**src/rtl/switch_xbar_rr_if.sv**
```systemverilog
// Port bundle of the round-robin crossbar: per-input source handshake and per-output sink handshake.
// The switch side uses the slave modport; the source/sink side uses master.
interface switch_xbar_rr_if #(
  parameter int AW = 2,
  parameter int DW = 4
);
  localparam int NP = 2**AW;

  logic [NP-1:0]    validtx;
  logic [NP*AW-1:0] adr_i;
  logic [NP*DW-1:0] dat_i;
  logic [NP-1:0]    acktx;
  logic [NP-1:0]    validrx;
  logic [NP*DW-1:0] dat_o;
  logic [NP*AW-1:0] src_o;
  logic [NP-1:0]    ackrx;

  modport master (
    output validtx, adr_i, dat_i, ackrx,
    input  acktx, validrx, dat_o, src_o
  );

  modport slave (
    input  validtx, adr_i, dat_i, ackrx,
    output acktx, validrx, dat_o, src_o
  );
endinterface

```
**src/rtl/switch_xbar_rr.sv**
```systemverilog
// N-port crossbar: one FIFO per input, one round-robin arbiter and one holding register per output.
// Each output reports the index of the input that sourced the word it holds.
module switch_xbar_rr #(
  parameter int AW    = 2,
  parameter int DW    = 4,
  parameter int DEPTH = 2
) (
  input logic           clk_i,
  input logic           rst_i,
  switch_xbar_rr_if.slave bus
);
  localparam int NP = 2**AW;
  localparam int FD = 2**DEPTH;
  localparam int EW = AW + DW;

  logic [NP-1:0]    empty, full, push, pop;
  logic [AW-1:0]    head_adr [NP];
  logic [DW-1:0]    head_dat [NP];

  logic [NP-1:0]    slot_free, gnt_vld;
  logic [AW-1:0]    gnt_idx [NP];
  logic [AW-1:0]    cand;
  logic [AW-1:0]    rr [NP];

  logic [NP-1:0]    validrx_q;
  logic [NP*DW-1:0] dat_q;
  logic [NP*AW-1:0] src_q;

  // Per-input FIFO; the extra pointer MSB distinguishes full from empty.
  for (genvar p = 0; p < NP; p++) begin : g_fifo
    logic [EW-1:0]  mem [FD];
    logic [DEPTH:0] wr_ptr, rd_ptr;
    logic [EW-1:0]  head;

    assign empty[p] = (wr_ptr == rd_ptr);
    assign full[p]  = (wr_ptr[DEPTH] != rd_ptr[DEPTH]) &&
                      (wr_ptr[DEPTH-1:0] == rd_ptr[DEPTH-1:0]);
    assign push[p]  = bus.validtx[p] & ~full[p];
    assign head     = mem[rd_ptr[DEPTH-1:0]];
    assign head_adr[p] = head[EW-1:DW];
    assign head_dat[p] = head[DW-1:0];

    always_ff @(posedge clk_i or negedge rst_i) begin
      if (!rst_i) begin
        wr_ptr <= '0;
        rd_ptr <= '0;
      end else begin
        if (push[p]) wr_ptr <= wr_ptr + (DEPTH+1)'(1);
        if (pop[p])  rd_ptr <= rd_ptr + (DEPTH+1)'(1);
      end
    end

    always_ff @(posedge clk_i) begin
      if (push[p]) mem[wr_ptr[DEPTH-1:0]] <= {bus.adr_i[p*AW +: AW], bus.dat_i[p*DW +: DW]};
    end
  end

  // First requester at or after rr[q]; a head requests only one output, so each input pops at most once.
  always_comb begin
    pop  = '0;
    cand = '0;
    for (int q = 0; q < NP; q++) begin
      gnt_vld[q]   = 1'b0;
      gnt_idx[q]   = '0;
      slot_free[q] = ~validrx_q[q] | bus.ackrx[q];
      for (int i = 0; i < NP; i++) begin
        cand = rr[q] + AW'(i);
        if (!gnt_vld[q] && !empty[cand] && head_adr[cand] == AW'(q)) begin
          gnt_vld[q] = 1'b1;
          gnt_idx[q] = cand;
        end
      end
      if (gnt_vld[q] && slot_free[q]) pop[gnt_idx[q]] = 1'b1;
    end
  end

  always_ff @(posedge clk_i or negedge rst_i) begin
    if (!rst_i) begin
      validrx_q <= '0;
      dat_q     <= '0;
      src_q     <= '0;
      for (int q = 0; q < NP; q++) rr[q] <= '0;
    end else begin
      for (int q = 0; q < NP; q++) begin
        if (slot_free[q]) begin
          if (gnt_vld[q]) begin
            validrx_q[q]         <= 1'b1;
            dat_q[q*DW +: DW]    <= head_dat[gnt_idx[q]];
            src_q[q*AW +: AW]    <= gnt_idx[q];
            rr[q]                <= gnt_idx[q] + AW'(1);
          end else begin
            validrx_q[q]         <= 1'b0;
          end
        end
      end
    end
  end

  assign bus.acktx   = ~full;
  assign bus.validrx = validrx_q;
  assign bus.dat_o   = dat_q;
  assign bus.src_o   = src_q;
endmodule

```
**src/flat_wrapper.sv**
```systemverilog
// flat-port wrapper written by rule: the top's interface ports become plain ports
module switch_xbar_rr_flat 
#(
  parameter int AW    = 2,
  parameter int DW    = 4,
  parameter int DEPTH = 2
)
  (clk_i, rst_i, bus_validtx, bus_adr_i, bus_dat_i, bus_ackrx, bus_acktx, bus_validrx, bus_dat_o, bus_src_o);
  switch_xbar_rr_if #(.AW(AW), .DW(DW)) bus_i ();
  input logic clk_i;
  input logic rst_i;
  input wire logic [$bits(bus_i.validtx)-1:0] bus_validtx;
  input wire logic [$bits(bus_i.adr_i)-1:0] bus_adr_i;
  input wire logic [$bits(bus_i.dat_i)-1:0] bus_dat_i;
  input wire logic [$bits(bus_i.ackrx)-1:0] bus_ackrx;
  output wire logic [$bits(bus_i.acktx)-1:0] bus_acktx;
  output wire logic [$bits(bus_i.validrx)-1:0] bus_validrx;
  output wire logic [$bits(bus_i.dat_o)-1:0] bus_dat_o;
  output wire logic [$bits(bus_i.src_o)-1:0] bus_src_o;
  assign bus_i.validtx = bus_validtx;
  assign bus_i.adr_i = bus_adr_i;
  assign bus_i.dat_i = bus_dat_i;
  assign bus_i.ackrx = bus_ackrx;
  assign bus_acktx = bus_i.acktx;
  assign bus_validrx = bus_i.validrx;
  assign bus_dat_o = bus_i.dat_o;
  assign bus_src_o = bus_i.src_o;
  switch_xbar_rr #(.AW(AW), .DW(DW), .DEPTH(DEPTH)) u_core (.clk_i(clk_i), .rst_i(rst_i), .bus(bus_i));
endmodule
```
**config.mk**
```make
export PLATFORM = sky130hd
export DESIGN_NAME = switch_xbar_rr_flat
export DESIGN_NICKNAME = d
export VERILOG_FILES = /design/src/rtl/switch_xbar_rr_if.sv /design/src/rtl/switch_xbar_rr.sv /design/src/flat_wrapper.sv
export SDC_FILE = /design/constraint.sdc
export NUM_CORES = 1
export LEC_CHECK = 0
export CAP_MARGIN = 40
export CORE_MARGIN = 4
export CORE_UTILIZATION = 58
export CTS_CLUSTER_SIZE = 20
export DETAILED_ROUTE_END_ITERATION = 7
export PLACE_DENSITY = 0.8
export SYNTH_ARGS = -nofsm -noshare
export SYNTH_HDL_FRONTEND = slang
export SYNTH_SLANG_ARGS = --single-unit
```
**constraint.sdc**
```tcl
create_clock -name clk_i -period 4.6 [get_ports clk_i]
set_clock_uncertainty 0.1 [all_clocks]
set_input_delay 0.92 -clock clk_i [delete_from_list [all_inputs] [get_ports clk_i]]
set_output_delay 0.92 -clock clk_i [all_outputs]
set_load 0.01 [all_outputs]
```
* Word level (Yosys, flattened, before mapping)
Memory sizes are Yosys's and may differ from the RTL's.
Cells that the tools add are included.
** Word-level totals
- Register bits after elaboration :: 60
- Memory bits (writable) :: 96
- Input port bits :: 34
- Output and inout bits :: 32
- Word-level logic and storage cells :: 384
- Memories :: 4
** Memory list
- u_core.g_fifo[0].mem :: words 4, width 6, rd ports 1, clocked after memory_dff 0, write ports 1, line switch_xbar_rr.sv:31 : logic [EW-1:0] mem [FD];
- u_core.g_fifo[1].mem :: words 4, width 6, rd ports 1, clocked after memory_dff 0, write ports 1, line switch_xbar_rr.sv:31
- u_core.g_fifo[2].mem :: words 4, width 6, rd ports 1, clocked after memory_dff 0, write ports 1, line switch_xbar_rr.sv:31
- u_core.g_fifo[3].mem :: words 4, width 6, rd ports 1, clocked after memory_dff 0, write ports 1, line switch_xbar_rr.sv:31
** Operators by class
- $add $sub $neg :: 24
- Magnitude comparators :: 44
- Eq/ne operators :: 24
- Muxes and demuxes :: 148
- Bitwise operators :: 40
- Reductions and logical operators :: 76
** Operators by type and width (count)
- 2-to-1 mux 2 bit :: 48
- binary-select mux 2 bit (select 2 bit) :: 16
- greater-or-equal comparator 3 bit (second input constant) :: 20
- less-than comparator 2 x 3 -> 1 bit (second input constant) :: 20
- NOT 2 -> 3 bit :: 20
- 2-to-1 mux 1 bit :: 48
- 2-to-1 mux 4 bit :: 12
- logical AND 1 bit :: 40
- binary-select mux 1 bit (select 2 bit) :: 16
- binary-select mux 4 bit (select 2 bit) :: 4
- zero test 1 bit :: 28
- adder 3 x 1 -> 3 bit (second input constant) :: 8
- adder 2 x 1 -> 2 bit (second input constant) :: 8
- adder 2 bit (second input constant) :: 8
- equality test 2 bit (second input constant) :: 8
- equality test 3 bit :: 4
- bitwise OR 4 bit :: 3
- demux 1 bit (select 2 bit) :: 4
- equality test 2 x 1 -> 1 bit (second input constant) :: 4
- equality test 2 bit :: 4
- greater-or-equal comparator 2 x 1 -> 1 bit (second input constant) :: 4
- zero test 2 bit :: 4
- NOT 1 bit :: 8
- AND reduction 2 bit :: 4
- other kinds (4) :: 13

* Depth between registers and ports, before layout
Gate-level depths: netlist of run 1.
- Depth after elaboration :: 30
- Depth in mapped cells :: 14
- Depth with buffers taken out :: 13

* Worst setup path after synthesis of run 1
OpenSTA, ideal clock, no wires.
- Path type :: reg2reg
- Start point :: register u_core.g_fifo[0].rd_ptr[0]
- End point :: register u_core.g_fifo[3].rd_ptr[1]
- Library setup time :: 0.125 ns
- Data arrival time :: 3.047 ns
- Required time :: 4.375 ns
- Path slack :: 1.328 ns
- Stages on the path, launching flop included :: 14
- Period minus slack after synthesis :: 3.272 ns
- Path through :: dfrtp_1 buf_6 mux4_2 and3b_2 and2_1 o21ai_0 a21oi_1 o21bai_1 inv_1 ha_1 a22o_1 a31oi_1 o21ai_2 mux2_4
** RTL lines
- start, declared :: line switch_xbar_rr.sv:32 : logic [DEPTH:0] wr_ptr, rd_ptr;
- start signal, assigned :: line switch_xbar_rr.sv:49 : if (pop[p]) rd_ptr <= rd_ptr + (DEPTH+1)'(1);
- end signal, assigned :: line switch_xbar_rr.sv:49
- end, declared :: line switch_xbar_rr.sv:32

==> impl_metrics.tcl, run 1 <==
set metrics [dict create \
    setup_total_neg_slack_ps 0 \
    synth_edf_count 96 \
    antenna_found_initial 0 \
    grt_setup_unrepaired "false" \
    startpoint_type "register" \
    layout.nets 726 \
    synth-async-reset-ratio 0.3846 \
    detailroute.via_count 5244 \
    insertion_delay_of_the_later_clocked_pin_in_the_worst_skew_pair_ps 430 \
    nFillCells 935 \
    ys_ff_latch 156 \
    hold-worst-slack_ps 377.2 \
    worst-slew-pin-transition_ps 761.0 \
    cts.repair_timing.setup_buffer_count 0 \
    numClockSinks 156 \
    register_area_um2 4384 \
    worstReg2RegEnd "u_core.g_fifo[3].rd_ptr[1]" \
    drv.max_cap_violation_count 0 \
    floorplan.die_area_um2 15740 \
    netlist_instances 594 \
    tritoncts.num_buffers 17 \
    postSynthAreaPerCell_um2 13.47 \
    worst_setup_path_end_kind "register" \
    pin_count 66 \
    final-hold-violation-count 0 \
    groute.usage.overall 0.2237 \
    seq_area_frac_synth 0.5479 \
    syn_area_um2 8001 \
    initial_drt_markers 392 \
    critPathMaxFanout 10 \
    diodes 0 \
    core_um2 13400 \
    cts_buffer_depth 2 \
    fmax_ghz 0.2533 \
    chipHeight_um 125.5 \
    most_instantiated_flip_flop_cell_in_the_synthesis_netlist "sky130_fd_sc_hd__edfxtp_1" \
    drc 0 \
    cts-hold-fix-buffers 0 \
    synth.lib_cells_used.distinct 75 \
    area_of_the_multi_input_gates_um2 3346 \
    global_route_wire_length_before_repair_um 27410 \
    min_period_ps 3948 \
    crit-reg2reg-launch "u_core.g_fifo[0].rd_ptr[0]" \
    effective_utilization_at_floorplan 0.5971 \
    number_of_standard_cell_rows_in_the_floorplan 42 \
    worst-endpoint-arrival_ps 4160 \
    route.final.wire_length_um 17140 \
    synth_fp_nets 656 \
    layout-area-overhead-vs-synth_pct 17.20 \
    timing.final.max_slew_violations 0 \
    htree_num_levels 4 \
    cts.clk_slew.worst_paths_ps 60 \
    crit_required_ps 4810 \
    detail_route.wl_per_cell_um 20.10 \
    dr.pass1.iters 5 \
    hp-start "u_core.bus.src_o[0]" \
    post_route_cells_drive_above_1_share 0.1462 \
    port_buffers 65 \
    hold-path-cell-count 2 \
    critPathKind "register to register" \
    synth.largest_area_cell "sky130_fd_sc_hd__edfxtp_1" \
    cts_tree "done" \
    setup_viol 0 \
    synth_area_leaders "sky130_fd_sc_hd__edfxtp_1 36%, sky130_fd_sc_hd__dfrtp_1 19%, sky130_fd_sc_hd__mux4_2 6.2%" \
    clockRootBuffer "sky130_fd_sc_hd__clkbuf_16" \
    gpl_wtd_cong 0.9394 \
    detail-route-antenna-nets 0 \
    viasPerCell 6.148 \
    worst-r2r-cell-count 12 \
    dp_hpwl_um 12480 \
    global_route.overflow_total 0 \
    setup.reg_to_reg.worst_slack_ps 650 \
    die_width_um 125.5 \
    whs_endpoint "u_core.bus.src_o[0]" \
    synth_top_area_share 0.3603 \
    worst_slew_margin_rel 0.4926 \
    first_global_vias 5296 \
    synthesis.yosys.warnings 0 \
    run_status "finished, final reports clean" \
    maximum_number_of_pins_on_one_net_before_global_route_repair 35 \
    fin_crit_share 0.8583 \
    layout.core_utilization 0.6998 \
    cts.repair.resized 0 \
    worst_hold_path_type "register to register" \
]
==> layout make-up <==
type	count	area share
sequential	156	0.4675
multi-input combinational	389	0.3568
timing repair buffer	72	0.07445
clock buffer	23	0.05564
tap	176	0.02348
inverter	28	0.01121
clock inverter	9	0.01094
==> worst max path at each step <==
stage / startpoint / endpoint
final: u_core.g_fifo[0].rd_ptr[0] / u_core.g_fifo[3].rd_ptr[1]
after global routing: u_core.g_fifo[0].rd_ptr[0] / u_core.g_fifo[3].rd_ptr[1]
after CTS: u_core.g_fifo[0].rd_ptr[0] / u_core.g_fifo[3].rd_ptr[1]
after detailed placement: u_core.g_fifo[0].rd_ptr[0] / u_core.g_fifo[3].rd_ptr[1]
after global placement: u_core.g_fifo[3].rd_ptr[0] / u_core.g_fifo[3].rd_ptr[1]
after floorplan: u_core.g_fifo[0].rd_ptr[0] / u_core.g_fifo[3].rd_ptr[1]
==> flip-flops by register name, summed over array words and instances (netlist names) <==
register	flops
u_core.bus.src_o	8
u_core.bus.validrx	4
u_core.g_fifo.wr_ptr	12
u_core.bus.dat_o	16
u_core.g_fifo.mem	96
u_core.rr	8
u_core.g_fifo.rd_ptr	12
==> kinds of logic (layout without fill, tap and decap cells) <==
kind of cell,after synthesis,in the layout,synth area share
xor+xnor,33,33,0.03612
fa+ha+maj,28,28,0.04378
mux,74,74,0.1395
flops,156,156,0.5479
compound gates,105,105,0.09883
simple gates,149,149,0.09992
buf+inv,49,132,0.03393
==> placed cells by master (no fill, tap or decap), types with 23 or more instances in the layout <==
master                             n
sky130_fd_sc_hd__nand2_1          32
sky130_fd_sc_hd__mux2i_1          26
sky130_fd_sc_hd__inv_1            27
sky130_fd_sc_hd__ha_1             28
sky130_fd_sc_hd__nor2_1           33
sky130_fd_sc_hd__edfxtp_1         96
sky130_fd_sc_hd__clkdlybuf4s50_1  64
sky130_fd_sc_hd__dfrtp_1          60
sky130_fd_sc_hd__a21oi_1          23
==> worst max-delay path: stages, from the launching register on <==
cell and delay [ps]:
sky130_fd_sc_hd__dfrtp_1 650, sky130_fd_sc_hd__mux4_2 660, sky130_fd_sc_hd__and3b_2 320, sky130_fd_sc_hd__and2_1 150, sky130_fd_sc_hd__o21ai_0 90, sky130_fd_sc_hd__a21oi_1 150
sky130_fd_sc_hd__o21bai_1 340, sky130_fd_sc_hd__inv_1 180, sky130_fd_sc_hd__ha_1 240, sky130_fd_sc_hd__a22o_1 200, sky130_fd_sc_hd__a31oi_1 300, sky130_fd_sc_hd__o21ai_2 140
sky130_fd_sc_hd__mux2_4 320
==> Yosys cell counts (all sizes together), types with 5 or more instances <==
master	n
edfxtp	96
dfrtp	60
nor2	34
nand2	32
ha	28
inv	27
mux2i	26
mux4	26
o21ai	25
a21oi	24
mux2	22
xnor2	19
and3	18
buf	14
xor2	14
nor4	11
nand3	10
a31oi	7
and2	7
clkbuf	7
o211ai	6
nand2b	5
nor2b	5
o21bai	5
==> per-stage QoR <==
| step | instances | worst slack [ps] | cell area (um2) |
|---|---|---|---|
| after floorplan | 594 | 1328 | 8001 |
| after global placement | 820 | 880.6 | 8746 |
| after detailed placement | 821 | 749.7 | 8753 |
| after CTS | 853 | 711.9 | 9378 |
| after global routing | 853 | 460.4 | 9378 |
| final | 853 | 652.0 | 9378 |
==> per-layer routing <==
metal,share of wire,up-vias,global-route usage
li1,-,2397,-
met1,0.41,2582,0.2894
met2,0.49,222,0.3612
met3,0.067,43,0.05629
met4,0.027,0,0.09630
met5,0,-,0
Power of run 1 is not shown: default switching activity piles up to over one toggle a cycle in this logic, so the estimate is an artifact.
==> inputs of run 2 (changes only) <==
--- a/config.mk
+++ b/config.mk
@@ -7,10 +7,10 @@
 export LEC_CHECK = 0
 export CAP_MARGIN = 40
 export CORE_MARGIN = 4
-export CORE_UTILIZATION = 58
+export CORE_UTILIZATION = 60
 export CTS_CLUSTER_SIZE = 20
 export DETAILED_ROUTE_END_ITERATION = 7
-export PLACE_DENSITY = 0.8
+export PLACE_DENSITY = 0.82
 export SYNTH_ARGS = -nofsm -noshare
 export SYNTH_HDL_FRONTEND = slang
 export SYNTH_SLANG_ARGS = --single-unit
==> constraint.sdc (replaced) <==
create_clock -name clk_i -period 5 [get_ports clk_i]
set_clock_uncertainty 0.1 [all_clocks]
set_input_delay 1 -clock clk_i [delete_from_list [all_inputs] [get_ports clk_i]]
set_output_delay 1 -clock clk_i [all_outputs]
set_load 0.01 [all_outputs]
==> impl_metrics.tcl, run 2 (synthesis gave the netlist of run 1 again) <==
set metrics [dict create \
    chipHeight_um 123.5 \
    final-hold-violation-count 0 \
    numClockSinks 156 \
    core_um2 12820 \
    viasPerCell 6.157 \
    hold-path-cell-count 2 \
    detail_route.wl_per_cell_um 20.03 \
    fmax_ghz 0.2557 \
    worst-r2r-cell-count 12 \
    cts_tree "done" \
    groute.usage.overall 0.2400 \
    largest_register_ff_count 96 \
    cts.clk_slew.worst_paths_ps 60 \
    dr.pass1.iters 5 \
    global_route_wire_length_before_repair_um 27290 \
    clockRootBuffer "sky130_fd_sc_hd__clkbuf_16" \
    nFillCells 861 \
    timing.final.max_slew_violations 0 \
    route.final.wire_length_um 16960 \
    register_area_um2 4384 \
    cts.repair_timing.setup_buffer_count 0 \
    worstReg2RegEnd "u_core.g_fifo[3].rd_ptr[1]" \
    gpl_wtd_cong 0.8984 \
    first_global_vias 5205 \
    tritoncts.num_buffers 17 \
    worst_hold_path_type "register to register" \
    finalWorstSetupSlack_ps 1090 \
    hold-worst-slack_ps 383.9 \
    hp-start "u_core.bus.dat_o[10]" \
    critPathKind "register to register" \
    cts-hold-fix-buffers 0 \
    setup_viol 0 \
    worst-endpoint-arrival_ps 4120 \
    antenna_found_initial 0 \
    grt_setup_unrepaired "false" \
    crit-reg2reg-launch "u_core.g_fifo[0].rd_ptr[0]" \
    layout-area-overhead-vs-synth_pct 16.78 \
    mostFrequentLayoutCells "96 x sky130_fd_sc_hd__edfxtp_1, 64 x sky130_fd_sc_hd__clkdlybuf4s50_1, 60 x sky130_fd_sc_hd__dfrtp_1" \
    crit_required_ps 5210 \
    initial_drt_markers 402 \
    insertion_delay_of_the_later_clocked_pin_in_the_worst_skew_pair_ps 420 \
    min_period_ps 3910 \
    number_of_standard_cell_rows_in_the_floorplan 41 \
    setup.reg_to_reg.worst_slack_ps 1090 \
    setup_total_neg_slack_ps 0 \
    maximum_number_of_pins_on_one_net_before_global_route_repair 61 \
    critPathMaxFanout 10 \
    diodes 0 \
    preCtsSetupSlack_ps 1142 \
    pin_count 66 \
    port_buffers 65 \
    startpoint_type "register" \
    worst_setup_path_end_kind "register" \
    effective_utilization_at_floorplan 0.6239 \
    cts.repair.resized 0 \
    layout.nets 724 \
    dp_hpwl_um 12250 \
    area_of_the_multi_input_gates_um2 3346 \
    worst-slew-pin-transition_ps 928.6 \
    instance_area_at_placement_um2 8733 \
    drv.max_cap_violation_count 0 \
    worst_slew_margin_rel 0.3810 \
    mostFrequentLayoutCell "sky130_fd_sc_hd__edfxtp_1" \
    detailroute.via_count 5215 \
    drc 0 \
    global_route.overflow_total 0 \
    detail-route-antenna-nets 0 \
    run_status "finished, final reports clean" \
    htree_num_levels 4 \
    fin_crit_share 0.7821 \
    final_area_um2 9344 \
    die_width_um 123.5 \
    whs_endpoint "u_core.bus.dat_o[10]" \
    cts_buffer_depth 2 \
    post_route_cells_drive_above_1_share 0.1407 \
    floorplan.die_area_um2 15250 \
]
run 2: critical path, stage by stage, from the launching register on:
cell,delay [ps]
sky130_fd_sc_hd__dfrtp_1,640
sky130_fd_sc_hd__mux4_2,660
sky130_fd_sc_hd__and3b_2,320
sky130_fd_sc_hd__and2_1,150
sky130_fd_sc_hd__o21ai_0,70
sky130_fd_sc_hd__a21oi_1,150
sky130_fd_sc_hd__o21bai_1,330
sky130_fd_sc_hd__inv_1,160
sky130_fd_sc_hd__ha_1,240
sky130_fd_sc_hd__a22o_1,200
sky130_fd_sc_hd__a31oi_1,300
sky130_fd_sc_hd__o21ai_2,130
sky130_fd_sc_hd__mux2_4,330
run 2: layer usage:
layer | vias to the layer above | global-route usage | wire (um)
li1 | 2391 | - | -
met1 | 2589 | 0.3160 | 6975
met2 | 200 | 0.3928 | 8443
met3 | 35 | 0.05489 | 1123
met4 | 0 | 0.08858 | 420
met5 | - | 0 | 0
run 2: worst max path at each step:
stage / slack, ps / from / end / cells past startpoint
finish: 1090 / u_core.g_fifo[0].rd_ptr[0] / u_core.g_fifo[3].rd_ptr[1] / 12
global route: 870 / u_core.g_fifo[2].rd_ptr[0] / u_core.g_fifo[0].rd_ptr[1] / 8
CTS: 1140 / u_core.g_fifo[0].rd_ptr[0] / u_core.g_fifo[3].rd_ptr[1] / 12
detailed placement: 1140 / u_core.g_fifo[0].rd_ptr[0] / u_core.g_fifo[3].rd_ptr[1] / 12
global placement: 1250 / u_core.g_fifo[0].rd_ptr[0] / u_core.g_fifo[3].rd_ptr[1] / 12
floorplan: 1730 / u_core.g_fifo[0].rd_ptr[0] / u_core.g_fifo[3].rd_ptr[1] / 13
run 2: stage by stage:
step / util / instances
finish: 0.7286 / 847
global placement: 0.6804 / 814
detailed placement: 0.6810 / 815
CTS: 0.7286 / 847
floorplan: - / 594
global route: 0.7286 / 847
run 2: final cells by class:
cell class | instances | area share
clock buffers | 21 | 0.04713
clock inverters | 11 | 0.01821
inverters | 28 | 0.01125
multi-input cells | 389 | 0.3581
flip-flops and latches | 156 | 0.4692
well taps | 172 | 0.02303
repair buffers | 70 | 0.07311
Power of run 2 is left out for the same reason.
==> inputs of run 3 (changes only) <==
--- a/config.mk
+++ b/config.mk
@@ -7,10 +7,10 @@
 export LEC_CHECK = 0
 export CAP_MARGIN = 40
 export CORE_MARGIN = 4
-export CORE_UTILIZATION = 60
+export CORE_UTILIZATION = 58
 export CTS_CLUSTER_SIZE = 20
 export DETAILED_ROUTE_END_ITERATION = 7
-export PLACE_DENSITY = 0.82
+export PLACE_DENSITY = 0.8
 export SYNTH_ARGS = -nofsm -noshare
 export SYNTH_HDL_FRONTEND = slang
 export SYNTH_SLANG_ARGS = --single-unit
==> constraint.sdc (replaced) <==
create_clock -name clk_i -period 3.8 [get_ports clk_i]
set_clock_uncertainty 0.1 [all_clocks]
set_input_delay 0.76 -clock clk_i [delete_from_list [all_inputs] [get_ports clk_i]]
set_output_delay 0.76 -clock clk_i [all_outputs]
set_load 0.01 [all_outputs]
==> impl_metrics.tcl, run 3 (synthesis gave the netlist of run 1 again) <==
set metrics [dict create \
    groute.usage.overall 0.2299 \
    cts_buffer_depth 2 \
    mostFrequentLayoutCell "sky130_fd_sc_hd__edfxtp_1" \
    maximum_number_of_pins_on_one_net_before_global_route_repair 37 \
    run_status "finished, final reports clean" \
    setup_viol 0 \
    tritoncts.num_buffers 17 \
    largest_register_ff_count 96 \
    worst_slew_margin_rel 0.5794 \
    antenna_found_initial 0 \
    layout.nets 734 \
    core_um2 13400 \
    worst-endpoint-arrival_ps 3830 \
    diodes 0 \
    pin_count 66 \
    detailroute.via_count 5245 \
    min_period_ps 3619 \
    floorplan.die_area_um2 15740 \
    chipHeight_um 125.5 \
    critPathMaxFanout 13 \
    layout-area-overhead-vs-synth_pct 17.70 \
    fmax_ghz 0.2763 \
    grt_setup_unrepaired "false" \
    hold-worst-slack_ps 107.3 \
    dr.pass1.iters 5 \
    global_route_wire_length_before_repair_um 28490 \
    detail-route-antenna-nets 0 \
    setup_total_neg_slack_ps 0 \
    final-hold-violation-count 0 \
    nFillCells 932 \
    worst_hold_path_type "input port to asynchronous set/reset pin" \
    effective_utilization_at_floorplan 0.5971 \
    worst_setup_path_end_kind "register" \
    critPathKind "register to register" \
    viasPerCell 6.092 \
    route.final.wire_length_um 17400 \
    post_route_cells_drive_above_1_share 0.1562 \
    global_route.overflow_total 0 \
    cts_tree "done" \
    cts.repair_timing.setup_buffer_count 0 \
    htree_num_levels 4 \
    port_buffers 65 \
    first_global_vias 5539 \
    dp_hpwl_um 13120 \
    mostFrequentLayoutCells "96 x sky130_fd_sc_hd__edfxtp_1, 64 x sky130_fd_sc_hd__clkdlybuf4s50_1, 59 x sky130_fd_sc_hd__dfrtp_1" \
    insertion_delay_of_the_later_clocked_pin_in_the_worst_skew_pair_ps 420 \
    fin_crit_share 0.9523 \
    timing.final.max_slew_violations 0 \
    drv.max_cap_violation_count 0 \
    clockRootBuffer "sky130_fd_sc_hd__clkbuf_16" \
    die_width_um 125.5 \
    drc 0 \
    number_of_standard_cell_rows_in_the_floorplan 42 \
    cts.clk_slew.worst_paths_ps 60 \
    initial_drt_markers 400 \
    detail_route.wl_per_cell_um 20.21 \
    gpl_wtd_cong 0.9969 \
    startpoint_type "register" \
    crit_required_ps 4010 \
    numClockSinks 156 \
    worst-slew-pin-transition_ps 630.9 \
]
run 3: changes by cell type in the layout (fill, tap and decap cells not counted), moves of 2 or more:
cell and delta:
sky130_fd_sc_hd__buf_4 +9, sky130_fd_sc_hd__clkbuf_1 -2, sky130_fd_sc_hd__clkinv_1 +2, sky130_fd_sc_hd__clkinv_2 +2
run 3: final cells by class:
class | instances | area [um2] | share of cell area
repair buffers | 80 | 770.7 | 0.08184
well taps | 176 | 220.2 | 0.02338
flip-flops and latches | 156 | 4385 | 0.4657
multi-input cells | 389 | 3353 | 0.3561
clock buffers | 19 | 432.9 | 0.04597
clock inverters | 13 | 150.1 | 0.01594
inverters | 28 | 105.1 | 0.01116
run 3: through the flow:
stage | setup slack, ps | instance area [um2] | utilization | cells
3_3_place_gp | 371.6 | 8806 | 0.6571 | 828
2_1_floorplan | 527.8 | 8001 | - | 594
6_report | 181.3 | 9418 | 0.7028 | 861
5_1_grt | 3.615 | 9418 | 0.7028 | 861
4_1_cts | 205.4 | 9409 | 0.7021 | 861
3_5_place_dp | 252.8 | 8826 | 0.6586 | 829
run 3: per-layer routing:
metal  wire length, um  vias to the layer above  track usage  share of wire
li1                  -                     2407            -              -
met3               833                       51      0.05160          0.048
met1              7408                     2586       0.2988           0.43
met4               543                        0      0.09566          0.031
met2              8615                      201       0.3757           0.50
met5                 0                        -            0              0
run 3: repair_timing:
action / 4_1_cts / 5_1_grt
endpoints found under the setup margin: 0 / 1
gates resized for setup: 0 / 2
hold buffers: 0 / 0
run 3: critical path, stage by stage (launching register included):
cell                       delay [ps]
sky130_fd_sc_hd__dfrtp_1          680
sky130_fd_sc_hd__nor4bb_1         380
sky130_fd_sc_hd__nor4_1           100
sky130_fd_sc_hd__buf_4            160
sky130_fd_sc_hd__a31oi_1          370
sky130_fd_sc_hd__mux2_2           390
sky130_fd_sc_hd__o21ai_1          250
sky130_fd_sc_hd__a221oi_4         110
sky130_fd_sc_hd__nor4_1           400
sky130_fd_sc_hd__or2_1            240
sky130_fd_sc_hd__mux2_4           310
run 3: path summary, 6_finish.rpt:
path	start	end	slack [ps]	depth (start not counted)
min reg2reg	u_core.bus.dat_o[11]	u_core.bus.dat_o[11]	380	2
min in group clk_i	u_core.bus.dat_o[11]	u_core.bus.dat_o[11]	380	2
max	u_core.g_fifo[2].rd_ptr[1]	u_core.g_fifo[2].rd_ptr[1]	180	10
min	rst_i	u_core.g_fifo[3].rd_ptr[1]	110	1
max reg2reg	u_core.g_fifo[2].rd_ptr[1]	u_core.g_fifo[2].rd_ptr[1]	180	10
max in group asynchronous	rst_i	u_core.g_fifo[0].rd_ptr[0]	2930	2
Power of run 3 is left out for the same reason.
